### config.mk
export PLATFORM = sky130hd
export DESIGN_NAME = game_ctrl_flat
export DESIGN_NICKNAME = d
export VERILOG_FILES = /design/src/rtl/game_pkg.sv /design/src/rtl/game_ctrl_if.sv /design/src/rtl/tick_gen.sv /design/src/rtl/game_ctrl.sv /design/src/flat_wrapper.sv
export SDC_FILE = /design/constraint.sdc
export NUM_CORES = 1
export LEC_CHECK = 0
export BUFFER_PORTS_ARGS = -buffer_cell sky130_fd_sc_hd__buf_2
export CAP_MARGIN = 20
export CORE_MARGIN = 8
export CORE_UTILIZATION = 54
export DETAILED_ROUTE_END_ITERATION = 16
export PLACE_DENSITY = 0.75
export SETUP_SLACK_MARGIN = 0.2
export SKIP_CTS_REPAIR_TIMING = 1
export SLEW_MARGIN = 20
export SYNTH_ARGS = -nofsm -noshare
export SYNTH_HDL_FRONTEND = slang
export SYNTH_SLANG_ARGS = --single-unit
### constraint.sdc
create_clock -name clk -period 2.91 [get_ports clk]
set_clock_uncertainty 0.2 [all_clocks]
set_input_delay 0.582 -clock clk [delete_from_list [all_inputs] [get_ports clk]]
set_output_delay 0.582 -clock clk [all_outputs]
set_load 0.005 [all_outputs]
### src/rtl/game_pkg.sv
// ---------------------------------------------------------------------------
// game_pkg
// Shared definitions for the typing-game session controller: FSM state
// encoding, mode codes, counter width and ceiling, per-mode hit weights and
// miss penalties, plus saturating add / floored subtract helpers used by the
// counter logic.
// Ports: none (package).
// ---------------------------------------------------------------------------
package game_pkg;

  // Width of every displayed counter and the value they saturate at.
  localparam int CNT_W = 14;
  localparam logic [CNT_W-1:0] CNT_MAX = 14'd9999;

  // Session states.
  typedef enum logic [1:0] {
    ST_IDLE  = 2'b00,
    ST_RUN   = 2'b01,
    ST_PAUSE = 2'b10,
    ST_OVER  = 2'b11
  } state_e;

  // Mode codes as seen on mode_sel / mode; code 11 is never latched.
  typedef enum logic [1:0] {
    MODE_AMA     = 2'b00,
    MODE_PRO     = 2'b01,
    MODE_EDL     = 2'b10,
    MODE_ILLEGAL = 2'b11
  } mode_e;

  // Points added for a correct keystroke, per mode.
  localparam logic [1:0] HIT_AMA = 2'd1;
  localparam logic [1:0] HIT_PRO = 2'd2;
  localparam logic [1:0] HIT_EDL = 2'd3;

  // Points removed for a missed keystroke, per mode.
  localparam logic [1:0] PEN_AMA = 2'd0;
  localparam logic [1:0] PEN_PRO = 2'd1;
  localparam logic [1:0] PEN_EDL = 2'd2;

  // Hit weight lookup; the illegal code can never be the active mode,
  // so it simply yields zero.
  function automatic logic [1:0] hit_weight(input logic [1:0] m);
    case (m)
      MODE_AMA: return HIT_AMA;
      MODE_PRO: return HIT_PRO;
      MODE_EDL: return HIT_EDL;
      default:  return 2'd0;
    endcase
  endfunction

  // Miss penalty lookup, same convention as hit_weight.
  function automatic logic [1:0] miss_penalty(input logic [1:0] m);
    case (m)
      MODE_AMA: return PEN_AMA;
      MODE_PRO: return PEN_PRO;
      MODE_EDL: return PEN_EDL;
      default:  return 2'd0;
    endcase
  endfunction

  // Add a small increment using a one-bit-wider intermediate, then clamp
  // to CNT_MAX so the counter never wraps upward.
  function automatic logic [CNT_W-1:0] sat_add(input logic [CNT_W-1:0] a,
                                               input logic [1:0] inc);
    logic [CNT_W:0] sum;
    sum = {1'b0, a} + {{(CNT_W-1){1'b0}}, inc};
    if (sum > {1'b0, CNT_MAX}) return CNT_MAX;
    return sum[CNT_W-1:0];
  endfunction

  // Subtract a small decrement, flooring at zero so the score never wraps
  // downward.
  function automatic logic [CNT_W-1:0] floor_sub(input logic [CNT_W-1:0] a,
                                                 input logic [1:0] dec);
    logic [CNT_W:0] decWide;
    logic [CNT_W:0] diff;
    decWide = {{(CNT_W-1){1'b0}}, dec};
    diff    = {1'b0, a} - decWide;
    if ({1'b0, a} < decWide) return '0;
    return diff[CNT_W-1:0];
  endfunction

endpackage

### src/rtl/game_ctrl_if.sv
// ---------------------------------------------------------------------------
// game_ctrl_if
// Bundles the session controller's control inputs (from buttons and the
// keyboard/compare stage) and its registered info-panel outputs.
// Signals:
//   go          single-cycle start/pause/resume/acknowledge pulse
//   mode_sel    requested mode (00 AMA, 01 PRO, 10 EDL, 11 illegal)
//   mode_load   single-cycle pulse latching mode_sel
//   key_valid   single-cycle pulse, one keystroke judged
//   key_hit     qualifies key_valid: 1 correct, 0 miss
//   start       high in RUN and OVER
//   end_game    high only in OVER
//   count_time  elapsed whole seconds
//   presscount  keystrokes this round
//   misscount   misses this round
//   score       current score
//   mode        active mode
// Modports: master drives the controls and observes the panel; slave is
// the controller itself.
// ---------------------------------------------------------------------------
interface game_ctrl_if;
  logic        go;
  logic [1:0]  mode_sel;
  logic        mode_load;
  logic        key_valid;
  logic        key_hit;
  logic        start;
  logic        end_game;
  logic [13:0] count_time;
  logic [13:0] presscount;
  logic [13:0] misscount;
  logic [13:0] score;
  logic [1:0]  mode;

  modport master (
    output go, mode_sel, mode_load, key_valid, key_hit,
    input  start, end_game, count_time, presscount, misscount, score, mode
  );

  modport slave (
    input  go, mode_sel, mode_load, key_valid, key_hit,
    output start, end_game, count_time, presscount, misscount, score, mode
  );
endinterface

### src/rtl/tick_gen.sv
// ---------------------------------------------------------------------------
// tick_gen
// Prescaler that counts enabled clock cycles and emits a single-cycle tick
// on the enabled cycle where it sits at CLK_HZ-1, wrapping to 0 on that
// edge. When not enabled it holds its value, so a tick that was due while
// disabled fires on the first enabled cycle afterwards.
// Ports:
//   clk     system clock
//   reset   synchronous active-high reset
//   enable  advance the prescaler this cycle
//   clear   force the prescaler to 0 (wins over enable, suppresses tick)
//   tick    combinational, high on the wrapping edge
// ---------------------------------------------------------------------------
module tick_gen #(
  parameter int CLK_HZ = 25_000_000
) (
  input  logic clk,
  input  logic reset,
  input  logic enable,
  input  logic clear,
  output logic tick
);

  localparam int W = (CLK_HZ > 1) ? $clog2(CLK_HZ) : 1;
  localparam logic [W-1:0] LAST = W'(CLK_HZ - 1);

  logic [W-1:0] count_q;
  logic [W-1:0] count_d;

  // Next prescaler value: clear has priority, otherwise count up while
  // enabled and wrap after the last cycle of the second.
  always_comb begin
    count_d = count_q;
    if (clear) begin
      count_d = '0;
    end else if (enable) begin
      count_d = (count_q == LAST) ? '0 : count_q + W'(1);
    end
  end

  // Prescaler register with synchronous reset.
  always_ff @(posedge clk) begin
    if (reset) begin
      count_q <= '0;
    end else begin
      count_q <= count_d;
    end
  end

  assign tick = enable && !clear && (count_q == LAST);

endmodule

### src/rtl/game_ctrl.sv
// ---------------------------------------------------------------------------
// game_ctrl
// Session controller for the typing game. Sequences IDLE -> RUN <-> PAUSE,
// RUN -> OVER -> IDLE, keeps the one-second game clock via tick_gen, and
// maintains saturating press/miss/score counters. Every panel output comes
// straight from a register, so an accepted event shows up the cycle after
// its sampling edge.
// Parameters:
//   CLK_HZ        clock cycles per game second
//   GAME_SECONDS  round length in seconds (1..5999)
// Ports:
//   clk    system clock
//   reset  synchronous active-high reset, overrides everything
//   bus    game_ctrl_if.slave: controls in, panel values out
// ---------------------------------------------------------------------------
module game_ctrl
  import game_pkg::*;
#(
  parameter int CLK_HZ       = 25_000_000,
  parameter int GAME_SECONDS = 60
) (
  input  logic        clk,
  input  logic        reset,
  game_ctrl_if.slave  bus
);

  localparam logic [CNT_W-1:0] GAME_SEC = CNT_W'(GAME_SECONDS);

  state_e           state_q,      state_d;
  logic             start_q,      start_d;
  logic             endGame_q,    endGame_d;
  logic [CNT_W-1:0] countTime_q,  countTime_d;
  logic [CNT_W-1:0] pressCount_q, pressCount_d;
  logic [CNT_W-1:0] missCount_q,  missCount_d;
  logic [CNT_W-1:0] score_q,      score_d;
  logic [1:0]       mode_q,       mode_d;

  logic             roundStart;
  logic             prescEnable;
  logic             secTick;
  logic             keyAccept;
  logic [CNT_W-1:0] timeNext;

  // A new round zeroes the prescaler on the same edge it zeroes the
  // counters. The prescaler is frozen on any edge where go is seen in RUN:
  // go beats a due tick, and the held CLK_HZ-1 value makes that tick fire
  // on the first RUN edge after resuming, so PAUSE time never counts.
  assign roundStart  = (state_q == ST_IDLE) && bus.go;
  assign prescEnable = (state_q == ST_RUN) && !bus.go;
  assign keyAccept   = (state_q == ST_RUN) && bus.key_valid;
  assign timeNext    = sat_add(countTime_q, 2'd1);

  tick_gen #(
    .CLK_HZ (CLK_HZ)
  ) u_tick (
    .clk    (clk),
    .reset  (reset),
    .enable (prescEnable),
    .clear  (roundStart),
    .tick   (secTick)
  );

  // Next-state and counter update logic. Keystrokes are scored before the
  // state decision so a key coinciding with go or with the final tick is
  // still counted. start/end_game are derived from the next state so they
  // switch on the same edge as the state register.
  always_comb begin
    state_d      = state_q;
    countTime_d  = countTime_q;
    pressCount_d = pressCount_q;
    missCount_d  = missCount_q;
    score_d      = score_q;
    mode_d       = mode_q;

    case (state_q)
      ST_IDLE: begin
        if (bus.mode_load && (bus.mode_sel != MODE_ILLEGAL)) begin
          mode_d = bus.mode_sel;
        end
        if (bus.go) begin
          state_d      = ST_RUN;
          countTime_d  = '0;
          pressCount_d = '0;
          missCount_d  = '0;
          score_d      = '0;
        end
      end

      ST_RUN: begin
        if (keyAccept) begin
          pressCount_d = sat_add(pressCount_q, 2'd1);
          if (bus.key_hit) begin
            score_d = sat_add(score_q, hit_weight(mode_q));
          end else begin
            missCount_d = sat_add(missCount_q, 2'd1);
            score_d     = floor_sub(score_q, miss_penalty(mode_q));
          end
        end
        if (bus.go) begin
          state_d = ST_PAUSE;
        end else if (secTick) begin
          countTime_d = timeNext;
          if (timeNext == GAME_SEC) begin
            state_d = ST_OVER;
          end
        end
      end

      ST_PAUSE: begin
        if (bus.go) begin
          state_d = ST_RUN;
        end
      end

      ST_OVER: begin
        if (bus.go) begin
          state_d = ST_IDLE;
        end
      end

      default: begin
        state_d = ST_IDLE;
      end
    endcase

    start_d   = (state_d == ST_RUN) || (state_d == ST_OVER);
    endGame_d = (state_d == ST_OVER);
  end

  // State, flag and counter registers; reset returns the whole panel to
  // its idle values on the next edge, even mid-round.
  always_ff @(posedge clk) begin
    if (reset) begin
      state_q      <= ST_IDLE;
      start_q      <= 1'b0;
      endGame_q    <= 1'b0;
      countTime_q  <= '0;
      pressCount_q <= '0;
      missCount_q  <= '0;
      score_q      <= '0;
      mode_q       <= MODE_AMA;
    end else begin
      state_q      <= state_d;
      start_q      <= start_d;
      endGame_q    <= endGame_d;
      countTime_q  <= countTime_d;
      pressCount_q <= pressCount_d;
      missCount_q  <= missCount_d;
      score_q      <= score_d;
      mode_q       <= mode_d;
    end
  end

  assign bus.start      = start_q;
  assign bus.end_game   = endGame_q;
  assign bus.count_time = countTime_q;
  assign bus.presscount = pressCount_q;
  assign bus.misscount  = missCount_q;
  assign bus.score      = score_q;
  assign bus.mode       = mode_q;

endmodule

### src/flat_wrapper.sv
// flat-port wrapper written by rule: the top's interface ports become plain ports
module game_ctrl_flat import game_pkg::*;
#(
  parameter int CLK_HZ       = 25_000_000,
  parameter int GAME_SECONDS = 60
)
  (clk, reset, bus_go, bus_mode_sel, bus_mode_load, bus_key_valid, bus_key_hit, bus_start, bus_end_game, bus_count_time, bus_presscount, bus_misscount, bus_score, bus_mode);
  game_ctrl_if bus_i ();
  input  logic clk;
  input  logic reset;
  input wire logic [$bits(bus_i.go)-1:0] bus_go;
  input wire logic [$bits(bus_i.mode_sel)-1:0] bus_mode_sel;
  input wire logic [$bits(bus_i.mode_load)-1:0] bus_mode_load;
  input wire logic [$bits(bus_i.key_valid)-1:0] bus_key_valid;
  input wire logic [$bits(bus_i.key_hit)-1:0] bus_key_hit;
  output wire logic [$bits(bus_i.start)-1:0] bus_start;
  output wire logic [$bits(bus_i.end_game)-1:0] bus_end_game;
  output wire logic [$bits(bus_i.count_time)-1:0] bus_count_time;
  output wire logic [$bits(bus_i.presscount)-1:0] bus_presscount;
  output wire logic [$bits(bus_i.misscount)-1:0] bus_misscount;
  output wire logic [$bits(bus_i.score)-1:0] bus_score;
  output wire logic [$bits(bus_i.mode)-1:0] bus_mode;
  assign bus_i.go = bus_go;
  assign bus_i.mode_sel = bus_mode_sel;
  assign bus_i.mode_load = bus_mode_load;
  assign bus_i.key_valid = bus_key_valid;
  assign bus_i.key_hit = bus_key_hit;
  assign bus_start = bus_i.start;
  assign bus_end_game = bus_i.end_game;
  assign bus_count_time = bus_i.count_time;
  assign bus_presscount = bus_i.presscount;
  assign bus_misscount = bus_i.misscount;
  assign bus_score = bus_i.score;
  assign bus_mode = bus_i.mode;
  game_ctrl #(.CLK_HZ(CLK_HZ), .GAME_SECONDS(GAME_SECONDS)) u_core (.clk(clk), .reset(reset), .bus(bus_i));
endmodule
==> impl_metrics.env <==
export IMPL_overflow=0
export IMPL_nFillCells=964
export IMPL_io_buffers=67
export IMPL_routed_wl_mm=18.37
export IMPL_syn_cell_area_um2=6110
export IMPL_required_ps=2930
export IMPL_grt_pass1_wl_mm=29.13
export IMPL_fin_util_pct=66.64
export IMPL_htree_levels=3
export IMPL_path_clk_slew_ps=70
export IMPL_coreArea_um2=11220
export IMPL_grt_use_total_pct=23.28
export IMPL_crit_fanout=5
export IMPL_p_per_area_nw_per_um2=373.9
export IMPL_drtAntennaViolNets=0
export IMPL_setup_slack_ps=-0.7359
export IMPL_fin_crit_sh_pct=100.0
export IMPL_instances_no_fill=1037
export IMPL_hp_start="u_core.bus.score[0]$_SDFFE_PP0P_"
export IMPL_r2r_start="u_core.bus.mode[0]$_SDFFE_PP0P_"
export IMPL_worst_pin_slew_ps=703.6
export IMPL_min_period_ps=2911
export IMPL_timing_slew_headroom_pct=53.10
export IMPL_peakVddDrop_v=0.0002493
export IMPL_tns_ps=-0.7359
export IMPL_cap_violations=0
export IMPL_ys_seq_area_share_pct=28.18
export IMPL_max_freq_mhz=343.6
export IMPL_cts_tree="built"
export IMPL_timing_hold_violations_final=0
export IMPL_drv_slew=0
export IMPL_crit_type="register to register"
export IMPL_setup_viol=1
export IMPL_postSynthAreaPerCell_um2=7.618
export IMPL_grt_pass1_vias=6052
export IMPL_wl_per_cell_um=17.71
export IMPL_end_kind="register"
export IMPL_cts_root_buf="clkbuf_16"
export IMPL_hold_path_class="register to register"
export IMPL_dp_cells=1012
export IMPL_drive_gt1_share_pct=27.29
export IMPL_numCtsBuffers=9
export IMPL_fp_dieW_um=122.4
export IMPL_critPathArrivalTime_ps=2930
export IMPL_syn_num_nets=825
export IMPL_ys_seq_elements=86
export IMPL_drc=0
export IMPL_clkLatencyLatePin_ps=340
export IMPL_drt_initial_drc_count=471
export IMPL_ys_dominant_reg_cell="dfxtp_1"
export IMPL_layout_commonest_cell="nand2_1"
export IMPL_antenna_found_initial=0
export IMPL_synthArstFlopShare_pct=0
export IMPL_nets=912
export IMPL_dp_hpwl_mm=13.18
export IMPL_rsz0062_at_grt="true"
export IMPL_failed_checks="negative setup slack"
export IMPL_initial_core_util_pct=54.44
export IMPL_synthToLayoutAreaGrowth_pct=22.42
export IMPL_drt_pass1_iter_count=5
export IMPL_synth_edf_count=0
export IMPL_clock_path_buffers=2
export IMPL_dieArea_um2=14970
export IMPL_gp_congestion=0.9192
export IMPL_yosysWarnings=0
export IMPL_die_y_um=122.4
export IMPL_pin_count=68
export IMPL_startpoint_type="register"
export IMPL_grt_max_degree=25
export IMPL_vias_per_cell=6.297
export IMPL_rows=39
export IMPL_num_vias=6530
export IMPL_crit_start="u_core.bus.mode[0]$_SDFFE_PP0P_"
export IMPL_p_leak_nw=2.911
export IMPL_clock_sinks=86
export IMPL_yosysUniqueCellTypes=88
export IMPL_status="finished, violations left"
export IMPL_mostFrequentLayoutCells="nand2_1 (83), nor2_1 (78), dfxtp_1 (73), buf_2 (67), buf_4 (61)"
export IMPL_syn_inst=802
export IMPL_num_antenna_cells=0
-- cells in the mapped netlist, types with 4 or more instances --
master	n	area, µm²
nand4_1	25	156.4
a211o_1	5	43.79
nor3_2	4	40.04
nor4_1	12	75.07
a211oi_1	5	37.54
o31ai_1	6	45.04
nor2_1	79	296.5
and4_1	8	70.07
nor2b_1	9	56.30
ha_1	13	162.7
clkbuf_1	15	56.30
nor3_1	25	125.1
a21oi_1	53	265.3
inv_1	23	86.33
xnor2_1	19	166.4
nand2b_1	7	43.79
nand3_1	36	180.2
and3_1	15	93.84
o22ai_1	4	25.02
o211ai_1	6	45.04
a32o_1	8	80.08
buf_6	4	45.04
o21ai_0	58	290.3
and2_1	10	62.56
nand2_1	85	319.1
nand4b_1	4	35.03
a31oi_1	9	56.30
nor3b_1	5	37.54
buf_4	7	52.55
a21o_1	8	60.06
or3_1	9	56.30
dfxtp_1	86	1722
o21ai_1	8	40.04
buf_2	27	135.1
xor2_1	25	219.0
-- through the flow --
step | instance area (µm²) | total power, mW | worst slack, ps | hold slack [ps]
global placement | 6824 | 1.572 | -9.035 | 276.1
detailed placement | 6824 | 1.580 | -76.73 | 280.3
global route | 7480 | 2.894 | -80.61 | 315.1
finish | 7480 | 2.797 | -0.7359 | 287.1
floorplan | 6202 | 1.460 | 193.9 | 270.6
CTS | 7132 | 2.768 | -98.86 | 289.2
-- layout make-up --
cell class / count / area, µm² / share of cell area (%)
sequential: 86 / 1743 / 23.30
multi-input combinational: 637 / 4328 / 57.86
tap: 143 / 178.9 / 2.392
timing repair buffer: 131 / 827.0 / 11.06
clock buffer: 10 / 239.0 / 3.195
clock inverter: 6 / 68.82 / 0.9200
inverter: 24 / 95.09 / 1.271
-- layer usage --
metal  up-vias  global-route usage [%]  routed length, µm
met1      3093                   27.92               7511
met3        39                   3.082               1297
met2       289                   40.66               9142
met4         0                   10.59                415
met5         -                       0                  0
li1       3109                       -                  -
-- kinds of logic (layout without fill, tap and decap cells) --
logic type      count (synthesis)  count (layout)  share of synthesized area [%]
simple gates                  365             365                          32.62
compound gates                211             211                          22.88
flops                          86              86                          28.18
buf+inv                        79             171                          6.369
xor+xnor                       44              44                          6.308
fa+ha+maj                      15              15                          3.318
mux                             2               2                         0.3277
-- path summary, 6_finish.rpt --
check | endpoint | slack [ps] | cells past startpoint
hold reg to reg | u_core.bus.score[0]$_SDFFE_PP0P_ | 290 | 2
setup / recovery | u_core.bus.score[4]$_SDFFE_PP0P_ | -0.7 | 12
setup reg to reg | u_core.bus.score[4]$_SDFFE_PP0P_ | -0.7 | 12
hold / removal | u_core.bus.score[0]$_SDFFE_PP0P_ | 290 | 2
-- state kept, by name, summed over array words and instances (netlist names) --
| signal | flops |
|---|---|
| u_core.bus.score | 14 |
| u_core.bus.end_game | 1 |
| u_core.u_tick.count_q | 25 |
| u_core.bus.misscount | 14 |
| u_core.bus.mode | 2 |
| u_core.bus.count_time | 14 |
| u_core.bus.presscount | 14 |
| u_core.state_q | 2 |
-- power by group --
part | internal (mW) | switching (mW) | leakage (nW) | total (mW)
Combinational | 0.146 | 0.238 | 2.06 | 0.384
Clock | 0.695 | 0.506 | 0.149 | 1.20
Sequential | 1.19 | 0.0216 | 0.701 | 1.21
-- worst max-delay path, stage by stage, from the launching register on --
cell and delay, ps:
dfxtp_4 360, inv_4 40, ha_4 260, inv_4 40, fa_2 390, and4_4 190
nand4_1 100, nand4_1 220, o311ai_4 490, buf_6 180, o21ai_2 60, a2bb2oi_1 160
a211oi_1 80
Note: power is estimated with default switching activity, not from simulation.
